==> src/rtl/coproc_instr_scheduler.sv <==
// rtl/coproc_instr_scheduler.sv - two-port round-robin instruction scheduler for the crypto coprocessor controller
//
// Ports:
//   clock, reset_n            : system clock, asynchronous active-low reset
//   req0_* / req1_*           : requester valid/instr inputs, combinational ready outputs
//   ctrl_valid, ctrl_instr    : one-cycle issue strobe and held instruction word to the controller
//   ctrl_done, ctrl_out       : controller result pulse and result data
//   resp_valid/id/err/data    : response to the requester, held until resp_ready
//   busy                      : high whenever the scheduler is not idle
module coproc_instr_scheduler #(
    parameter int IW      = 267,
    parameter int DW      = 256,
    parameter int TIMEOUT = 64
) (
    input  logic          clock,
    input  logic          reset_n,
    input  logic          req0_valid,
    input  logic [IW-1:0] req0_instr,
    output logic          req0_ready,
    input  logic          req1_valid,
    input  logic [IW-1:0] req1_instr,
    output logic          req1_ready,
    output logic          ctrl_valid,
    output logic [IW-1:0] ctrl_instr,
    input  logic          ctrl_done,
    input  logic [DW-1:0] ctrl_out,
    output logic          resp_valid,
    output logic          resp_id,
    output logic          resp_err,
    output logic [DW-1:0] resp_data,
    input  logic          resp_ready,
    output logic          busy
);

    localparam int WR_BIT = 260;
    localparam int TW     = $clog2(TIMEOUT) + 1;

    typedef enum logic [1:0] {
        S_IDLE  = 2'd0,
        S_ISSUE = 2'd1,
        S_WAIT  = 2'd2,
        S_RESP  = 2'd3
    } state_t;

    state_t          r_state;
    logic            r_last_grant;
    logic            r_ctrl_valid;
    logic [IW-1:0]   r_ctrl_instr;
    logic            r_id;
    logic [TW-1:0]   r_timer;
    logic            r_resp_valid;
    logic            r_resp_err;
    logic [DW-1:0]   r_resp_data;

    logic            w_idle;
    logic            w_grant0;
    logic            w_grant1;

    // Round-robin: on a tie the port that did not win last time is granted.
    assign w_idle   = (r_state == S_IDLE);
    assign w_grant0 = req0_valid && (!req1_valid || r_last_grant);
    assign w_grant1 = req1_valid && (!req0_valid || !r_last_grant);

    // Ready is gated by reset_n so every output reads 0 while reset is held.
    assign req0_ready = reset_n && w_idle && w_grant0;
    assign req1_ready = reset_n && w_idle && w_grant1;

    assign ctrl_valid = r_ctrl_valid;
    assign ctrl_instr = r_ctrl_instr;
    assign resp_valid = r_resp_valid;
    assign resp_id    = r_id;
    assign resp_err   = r_resp_err;
    assign resp_data  = r_resp_data;
    assign busy       = !w_idle;

    always_ff @(posedge clock or negedge reset_n) begin
        if (!reset_n) begin
            r_state      <= S_IDLE;
            r_last_grant <= 1'b1;
            r_ctrl_valid <= 1'b0;
            r_ctrl_instr <= '0;
            r_id         <= 1'b0;
            r_timer      <= '0;
            r_resp_valid <= 1'b0;
            r_resp_err   <= 1'b0;
            r_resp_data  <= '0;
        end else begin
            case (r_state)
                S_IDLE: begin
                    if (w_grant0) begin
                        r_ctrl_instr <= req0_instr;
                        r_id         <= 1'b0;
                        r_last_grant <= 1'b0;
                        r_ctrl_valid <= 1'b1;
                        r_state      <= S_ISSUE;
                    end else if (w_grant1) begin
                        r_ctrl_instr <= req1_instr;
                        r_id         <= 1'b1;
                        r_last_grant <= 1'b1;
                        r_ctrl_valid <= 1'b1;
                        r_state      <= S_ISSUE;
                    end
                end
                S_ISSUE: begin
                    r_ctrl_valid <= 1'b0;
                    if (r_ctrl_instr[WR_BIT]) begin
                        r_state <= S_IDLE;
                    end else begin
                        r_timer <= '0;
                        r_state <= S_WAIT;
                    end
                end
                S_WAIT: begin
                    // A done arriving on the expiry cycle still delivers real data.
                    if (ctrl_done) begin
                        r_resp_data  <= ctrl_out;
                        r_resp_err   <= 1'b0;
                        r_resp_valid <= 1'b1;
                        r_state      <= S_RESP;
                    end else if (r_timer == TW'(TIMEOUT - 1)) begin
                        r_resp_data  <= '0;
                        r_resp_err   <= 1'b1;
                        r_resp_valid <= 1'b1;
                        r_state      <= S_RESP;
                    end else begin
                        r_timer <= r_timer + TW'(1);
                    end
                end
                S_RESP: begin
                    if (resp_ready) begin
                        r_resp_valid <= 1'b0;
                        r_state      <= S_IDLE;
                    end
                end
                default: begin
                    r_state <= S_IDLE;
                end
            endcase
        end
    end

endmodule

==> config.mk <==
export PLATFORM = sky130hd
export DESIGN_NAME = coproc_instr_scheduler
export DESIGN_NICKNAME = d
export VERILOG_FILES = /design/src/rtl/coproc_instr_scheduler.sv
export SDC_FILE = /design/constraint.sdc
export NUM_CORES = 1
export LEC_CHECK = 0
export ABC_AREA = 1
export BUFFER_PORTS_ARGS = -buffer_cell sky130_fd_sc_hd__buf_2
export CAP_MARGIN = 25
export CORE_AREA = 4 4 519 521
export DETAILED_ROUTE_END_ITERATION = 10
export DIE_AREA = 0 0 523 525
export PLACE_DENSITY = 0.33
export RECOVER_POWER = 25
export SLEW_MARGIN = 20
export SYNTH_ARGS = -nofsm -noshare
export SYNTH_HDL_FRONTEND = slang
export SYNTH_SLANG_ARGS = --single-unit
==> constraint.sdc <==
create_clock -name clock -period 1.85 [get_ports clock]
set_input_delay 0.185 -clock clock [delete_from_list [all_inputs] [get_ports clock]]
set_output_delay 0.185 -clock clock [all_outputs]
set_load 0.02 [all_outputs]
==> summary.md, run 1 <==
| Metric | Value |
|---|---|
| Outcome | `complete, but fails checks` |
| Failing checks | `setup timing` |
| Initial core utilization | `9.073%` |
| Final worst slack | `-0.2149 ns` |
| PD cells | `1609 nW/um^2` |
| Top cell type's share of synthesized area | `55.87%` |
| Largest net degree at the start of global routing | `108` |
| Part of the cycle the worst path needs | `111.6%` |
| Ys async rst share | `100.0%` |
| Clock transition at path regs | `0.08 ns` |
| Most common library cells after synthesis | `1881 x nand2_1, 536 x dfrtp_1, 277 x inv_1` |
| Mapped Cells | `3178` |
| Clock Sinks | `537` |
| Drt wl/cell | `23.04 um` |
| Die Height | `525 um` |
| VDD IR max | `0.5952 mV` |
| Final wirelength | `209.0 mm` |
| Worst-Margin Slew | `1.056 ns` |
| CP endpoint kind | `register` |
| Initial antenna violation count | `50` |
| Top-count cell post-synth | `nand2_1` |
| Clock Skews | `0.05401 ns` |
| Total power | `0.07924 W` |
| Required @ worst endpoint | `2.44 ns` |
| Die area | `274600 sq um` |
| Max-slew violations | `0` |
| Drt drc | `0` |
| Max-Cap Viols | `0` |
| Post-synthesis cell area | `24010 sq um` |
| Drt pass-1 iters | `6` |
| Global-route wire length before repair | `258.1 mm` |
| Final setup viols | `269` |
| Sequential share of the synthesized area | `55.97%` |
| Fin Setup TNS | `-31.58 ns` |
| Leak Pwr | `26.18 nW` |
| Via count | `29.91k` |
| Area leader, netlist | `dfrtp_1` |
| Final Hold Violating Endpoints | `0` |
| Crit start category | `register` |
| CTS buffer count | `79` |
| Yosys warning total | `0` |
| H-tree Lvls | `3` |
| Clk root buf | `clkbuf_16` |
| Layout cells sized above 1 | `33.96%` |
| Post-synth EDFFs | `0` |
| Remaining global-route overflow | `0` |
| Row count | `189` |
| Clk_lat worst skew | `0.72 ns` |
| Final antenna-violating net count | `0` |
| RSZ-0062 raised after global routing | `yes` |
| FF+latch count, synth | `537` |
| Crit path DAT | `2.65 ns` |
| Hold WC Path Type | `input pin to register` |
| Type of the worst setup path | `register to register` |
| CTS tree | `built` |
| GRT Resource Usage Total | `13.61%` |
| Hpwl dp | `159.9 mm` |
| Crit path time final | `2.065 ns` |
| Max clock buf depth | `3` |
| I/O pin count | `1326` |
| CORE AREA | `264600 sq um` |
| Ranking of synthesized cells by area | `dfrtp_1 56%, nand2_1 29%, o21ai_0 5.6%` |
| Quantity of I/O buffers inserted on ports | `1325` |
| Syn avg cell area | `7.555 sq um` |
| Crit Path Max Fanout | `8` |
| Chip Width | `523 um` |
| Post-Place Setup Slack | `-0.1301 ns` |
| Vias in the first global route | `30.26k` |
| Slew HR | `29.58%` |
| Unique cell type count in the Yosys netlist | `22` |
| Area growth syn-to-layout | `105.1%` |
| Mean number of vias per cell | `3.298` |
| Starting DRC count in detailed routing | `1667` |
| Max frequency | `484.3 MHz` |
| Fin nets | `6250` |
| Syn Nets | `3975` |
| Top_reg_cell synth | `dfrtp_1` |
| Reg2Reg Setup Slack | `-0.21 ns` |
| Gpl congestion | `0.9696` |
[final timing paths]
kind	startpoint	to	depth (start not counted)
setup reg to reg	register	ctrl_instr[138]$_DFFE_PN0P_	13
min in group asynchronous	reset_n	ctrl_instr[262]$_DFFE_PN0P_	3
max in group asynchronous	reset_n	ctrl_instr[14]$_DFFE_PN0P_	3
setup / recovery	register	ctrl_instr[138]$_DFFE_PN0P_	13
hold reg to reg	resp_data[176]$_DFFE_PN0P_	resp_data[176]$_DFFE_PN0P_	2
hold / removal	req0_instr[15]	ctrl_instr[15]$_DFFE_PN0P_	6
[critical path: stages, from the launching register on]
cell	delay, ns
dfrtp_1	0.38
nor2_1	0.09
buf_4	0.13
buf_4	0.10
buf_6	0.09
inv_4	0.04
nor2_4	0.23
buf_12	0.22
buf_16	0.16
buf_12	0.13
inv_16	0.06
clkbuf_16	0.16
nand2_1	0.05
nand2_1	0.05
[per-stage QoR]
step	area, sq um	hold WS [ns]	instances	util [%]
floorplan	24010	-0.1106	3178	-
global placement	35910	0.2907	8030	13.57
detailed placement	35910	0.2860	8030	13.57
CTS	46890	0.002985	8964	17.72
global route	49220	0.02787	9058	18.60
finish	49250	0.1175	9069	18.61
[kinds of logic after synthesis]
kind of cell               after synthesis  synth area share (%)
buffers and inverters                  454                 8.109
and+or+nand+nor                       1911                 30.10
AOI/OAI and AO/OA                      275                 5.769
adders and majority gates                1               0.05210
DFF                                    537                 55.97
[layer usage]
| metal | track usage [%] | part of all wire (%) |
|---|---|---|
| met4 | 3.913 | 2.6 |
| met2 | 20.13 | 42 |
| met1 | 17.54 | 44 |
| met5 | 0 | 0.049 |
| met3 | 6.379 | 11 |
[sequential cells by signal, indices dropped and copies added, names as in the netlist, named ones only]
signal / count
r_timer: 7
ctrl_instr: 267
resp_valid: 1
resp_id: 1
r_last_grant: 1
resp_data: 256
r_state: 1
ctrl_valid: 1
resp_err: 1
[timing repair]
action,4_1_cts,5_1_grt
setup buffers,10,32
gates cloned,4,56
endpoints found under the setup margin,107,344
hold endpoints to repair,1063,1
pin swaps,3,25
hold buffers,774,1
resized for setup,65,271
[power breakdown]
group / internal, W / switching (W)
combinational: 0.0137 / 0.0275
sequential: 0.0173 / 0.00366
clock: 0.0102 / 0.00692
total: 0.0412 / 0.0380
[final cells by class]
| cell class | count | area [sq um] |
|---|---|---|
| multi-input cells | 2188 | 9180 |
| diodes | 18 | 45.04 |
| fillers | 29880 | 215400 |
| repair inverters | 6 | 126.4 |
| well taps | 3533 | 4420 |
| clock inverters | 34 | 565.5 |
| flip-flops and latches | 537 | 13440 |
| repair buffers | 2360 | 18110 |
| inverters | 281 | 1086 |
| clock buffers | 112 | 2282 |
[placed cells by master (no fill, tap or decap), types with 2 or more instances in the layout]
| cell | Yosys | final |
|---|---|---|
| o21ai_0 | 271 | 245 |
| nand2_1 | 1881 | 1745 |
| bufinv_16 | 0 | 11 |
| inv_6 | 0 | 2 |
| o21ai_2 | 1 | 9 |
| o21ai_1 | 0 | 17 |
| bufbuf_16 | 0 | 2 |
| dlygate4sd3_1 | 0 | 774 |
| nand3_1 | 13 | 13 |
| clkinv_2 | 0 | 12 |
| inv_16 | 0 | 6 |
| dfrtp_1 | 536 | 536 |
| buf_12 | 0 | 50 |
| clkbuf_16 | 0 | 113 |
| buf_16 | 0 | 15 |
| clkinv_16 | 0 | 4 |
| clkinv_8 | 0 | 2 |
| nand2_2 | 1 | 110 |
| nand4_1 | 2 | 2 |
| buf_8 | 0 | 14 |
| inv_4 | 0 | 2 |
| diode_2 | 0 | 18 |
| nor2_4 | 3 | 5 |
| buf_4 | 7 | 106 |
| inv_1 | 277 | 277 |
| clkbuf_8 | 0 | 17 |
| nand2_4 | 0 | 27 |
| buf_2 | 113 | 1320 |
| clkinv_4 | 0 | 2 |
| nor2_1 | 9 | 8 |
| clkbuf_1 | 43 | 24 |
| clkbuf_2 | 0 | 3 |
| buf_6 | 10 | 34 |
Power figures use the tool's default switching activity.
==> inputs of run 2 (changes only) <==
==> constraint.sdc (replaced) <==
create_clock -name clock -period 1.85 [get_ports clock]
set_input_delay 0.185 -clock clock [delete_from_list [all_inputs] [get_ports clock]]
set_output_delay 0.185 -clock clock [all_outputs]
set_load 0.005 [all_outputs]
==> summary.md, run 2 (same netlist as run 1, synthesis figures left out) <==
| Metric | Value |
|---|---|
| Outcome | `complete, but fails checks` |
| Failing checks | `setup timing` |
| Max frequency | `515.0 MHz` |
| Final wirelength | `199.3 mm` |
| Gpl congestion | `0.9925` |
| Slew HR | `27.95%` |
| Worst R2R Path Depth | `12` |
| Drt pass-1 iters | `8` |
| Drt wl/cell | `22.09 um` |
| Fin nets | `6214` |
| Initial antenna violation count | `37` |
| Worst hold stages | `7` |
| Area growth syn-to-layout | `98.28%` |
| Worst-Margin Slew | `1.081 ns` |
| Utilization after layout | `17.99%` |
| Clock transition at path regs | `0.06 ns` |
| Remaining global-route overflow | `0` |
| CTS tree | `built` |
| Via count | `29.58k` |
| Clk_lat worst skew | `0.72 ns` |
| Drt drc | `0` |
| RSZ-0062 raised after global routing | `yes` |
| Row count | `189` |
| Die area | `274600 sq um` |
| Starting DRC count in detailed routing | `1572` |
| Final Hold Violating Endpoints | `0` |
| Mean number of vias per cell | `3.279` |
| H-tree Lvls | `3` |
| Hold_sp | `req0_instr[198]` |
| Layout cells sized above 1 | `30.75%` |
| Die Height | `525 um` |
| Clk root buf | `clkbuf_16` |
| Quantity of I/O buffers inserted on ports | `1325` |
| Max clock buf depth | `3` |
| Worst hold endpoint | `ctrl_instr[198]$_DFFE_PN0P_` |
| CORE AREA | `264600 sq um` |
| Global-route wire length before repair | `254.8 mm` |
| WHS | `0.1266 ns` |
| Hpwl dp | `159.0 mm` |
| PD cells | `1423 nW/um^2` |
| Number of flip-flops in the largest register | `267` |
| Leak Pwr | `25.37 nW` |
| Clock Sinks | `537` |
| Crit Path Max Fanout | `2` |
| Part of the cycle the worst path needs | `105.0%` |
| Type of the worst setup path | `register to output pin` |
| Vias in the first global route | `30.55k` |
| Final antenna-violating net count | `0` |
| R2R Path Start | `r_state[0]$_DFFE_PN0P_` |
| Dpl cells | `8032` |
| Crit path time final | `1.942 ns` |
| Reg2reg end | `ctrl_instr[98]$_DFFE_PN0P_` |
| VDD IR max | `0.6119 mV` |
| Post-Place Setup Slack | `-0.1064 ns` |
| Required @ worst endpoint | `1.66 ns` |
| CTS buffer count | `77` |
| Initial core utilization | `9.073%` |
| Reg2Reg Setup Slack | `-0.09 ns` |
| Final worst slack | `-0.09160 ns` |
| GRT Resource Usage Total | `13.40%` |
| Crit path DAT | `1.76 ns` |
| Final Non-Filler Cells | `9021` |
| Max-slew violations | `0` |
| Crit start category | `register` |
| CP endpoint kind | `output pin` |
| Most common library cell in the layout ignoring fill and taps | `nand2_1` |
| Fin Setup TNS | `-5.487 ns` |
| Most frequent cells in the layout | `1861 x nand2_1, 1289 x buf_2, 779 x dlygate4sd3_1, 535 x dfrtp_1, 277 x inv_1` |
| Clock Skews | `0.04186 ns` |
| Hold WC Path Type | `input pin to register` |
| Final setup viols | `201` |
| Largest net degree at the start of global routing | `105` |
| Chip Width | `523 um` |
| I/O pin count | `1326` |
| Max-Cap Viols | `0` |
[run 2: final cells by class]
cell class	instances	area, sq um
clock buffer	108	2183
antenna	14	35.03
sequential	537	13440
tap	3533	4420
fill	30010	217000
clock inverter	28	325.3
inverter	281	1074
timing repair buffer	2333	17320
multi-input combinational	2187	8803
[run 2: critical path, cell delays in order, from the launching register on]
cell and delay, ns:
dfstp_2 0.55, o21ai_4 0.07, buf_12 0.14, buf_16 0.12, nor2_4 0.07, buf_6 0.11
[run 2: power by group]
| part | internal [W] | total, W | leakage (nW) | switching [W] |
|---|---|---|---|---|
| clock | 0.00861 | 0.0153 | 1.21 | 0.00666 |
| sequential | 0.0173 | 0.0206 | 6.70 | 0.00333 |
| combinational | 0.0119 | 0.0318 | 17.5 | 0.0199 |
[run 2: layer usage]
| metal | track usage, % | share of wire [%] | vias to the layer above |
|---|---|---|---|
| met2 | 20.10 | 42 | 1265 |
| met5 | 0 | 0.049 | - |
| met3 | 4.479 | 8.5 | 224 |
| li1 | - | - | 14030 |
| met1 | 18.04 | 46 | 14050 |
| met4 | 4.120 | 3.1 | 16 |
[run 2: through the flow]
| step | power (W) | instance area [sq um] |
|---|---|---|
| 2_1_floorplan | 0.02992 | 24010 |
| 3_3_place_gp | 0.04920 | 35880 |
| 3_5_place_dp | 0.04925 | 35880 |
| 4_1_cts | 0.06747 | 46620 |
| 5_1_grt | 0.07288 | 47590 |
| 6_report | 0.06774 | 47610 |
[run 2: how the worst max path moves through the flow]
| stage | start | to |
|---|---|---|
| 6_report | r_last_grant$_DFFE_PN1P_ | req0_ready |
| 5_1_grt | r_state[0]$_DFFE_PN0P_ | ctrl_instr[67]$_DFFE_PN0P_ |
| 4_1_cts | register | req1_ready |
| 3_5_place_dp | r_last_grant$_DFFE_PN1P_ | ctrl_instr[184]$_DFFE_PN0P_ |
| 3_3_place_gp | r_last_grant$_DFFE_PN1P_ | ctrl_instr[2]$_DFFE_PN0P_ |
| 2_1_floorplan | r_timer[0]$_DFFE_PN0P_ | resp_data[236]$_DFFE_PN0P_ |
[run 2: timing repair]
| item | in CTS | in global routing |
|---|---|---|
| pin swaps | 3 | 10 |
| endpoints found under the hold margin | 1064 | 0 |
| cloned | 4 | 27 |
| setup endpoints to repair | 55 | 445 |
| gates resized for setup | 96 | 77 |
| setup buffers | 10 | 21 |
| hold buffers | 779 | 0 |
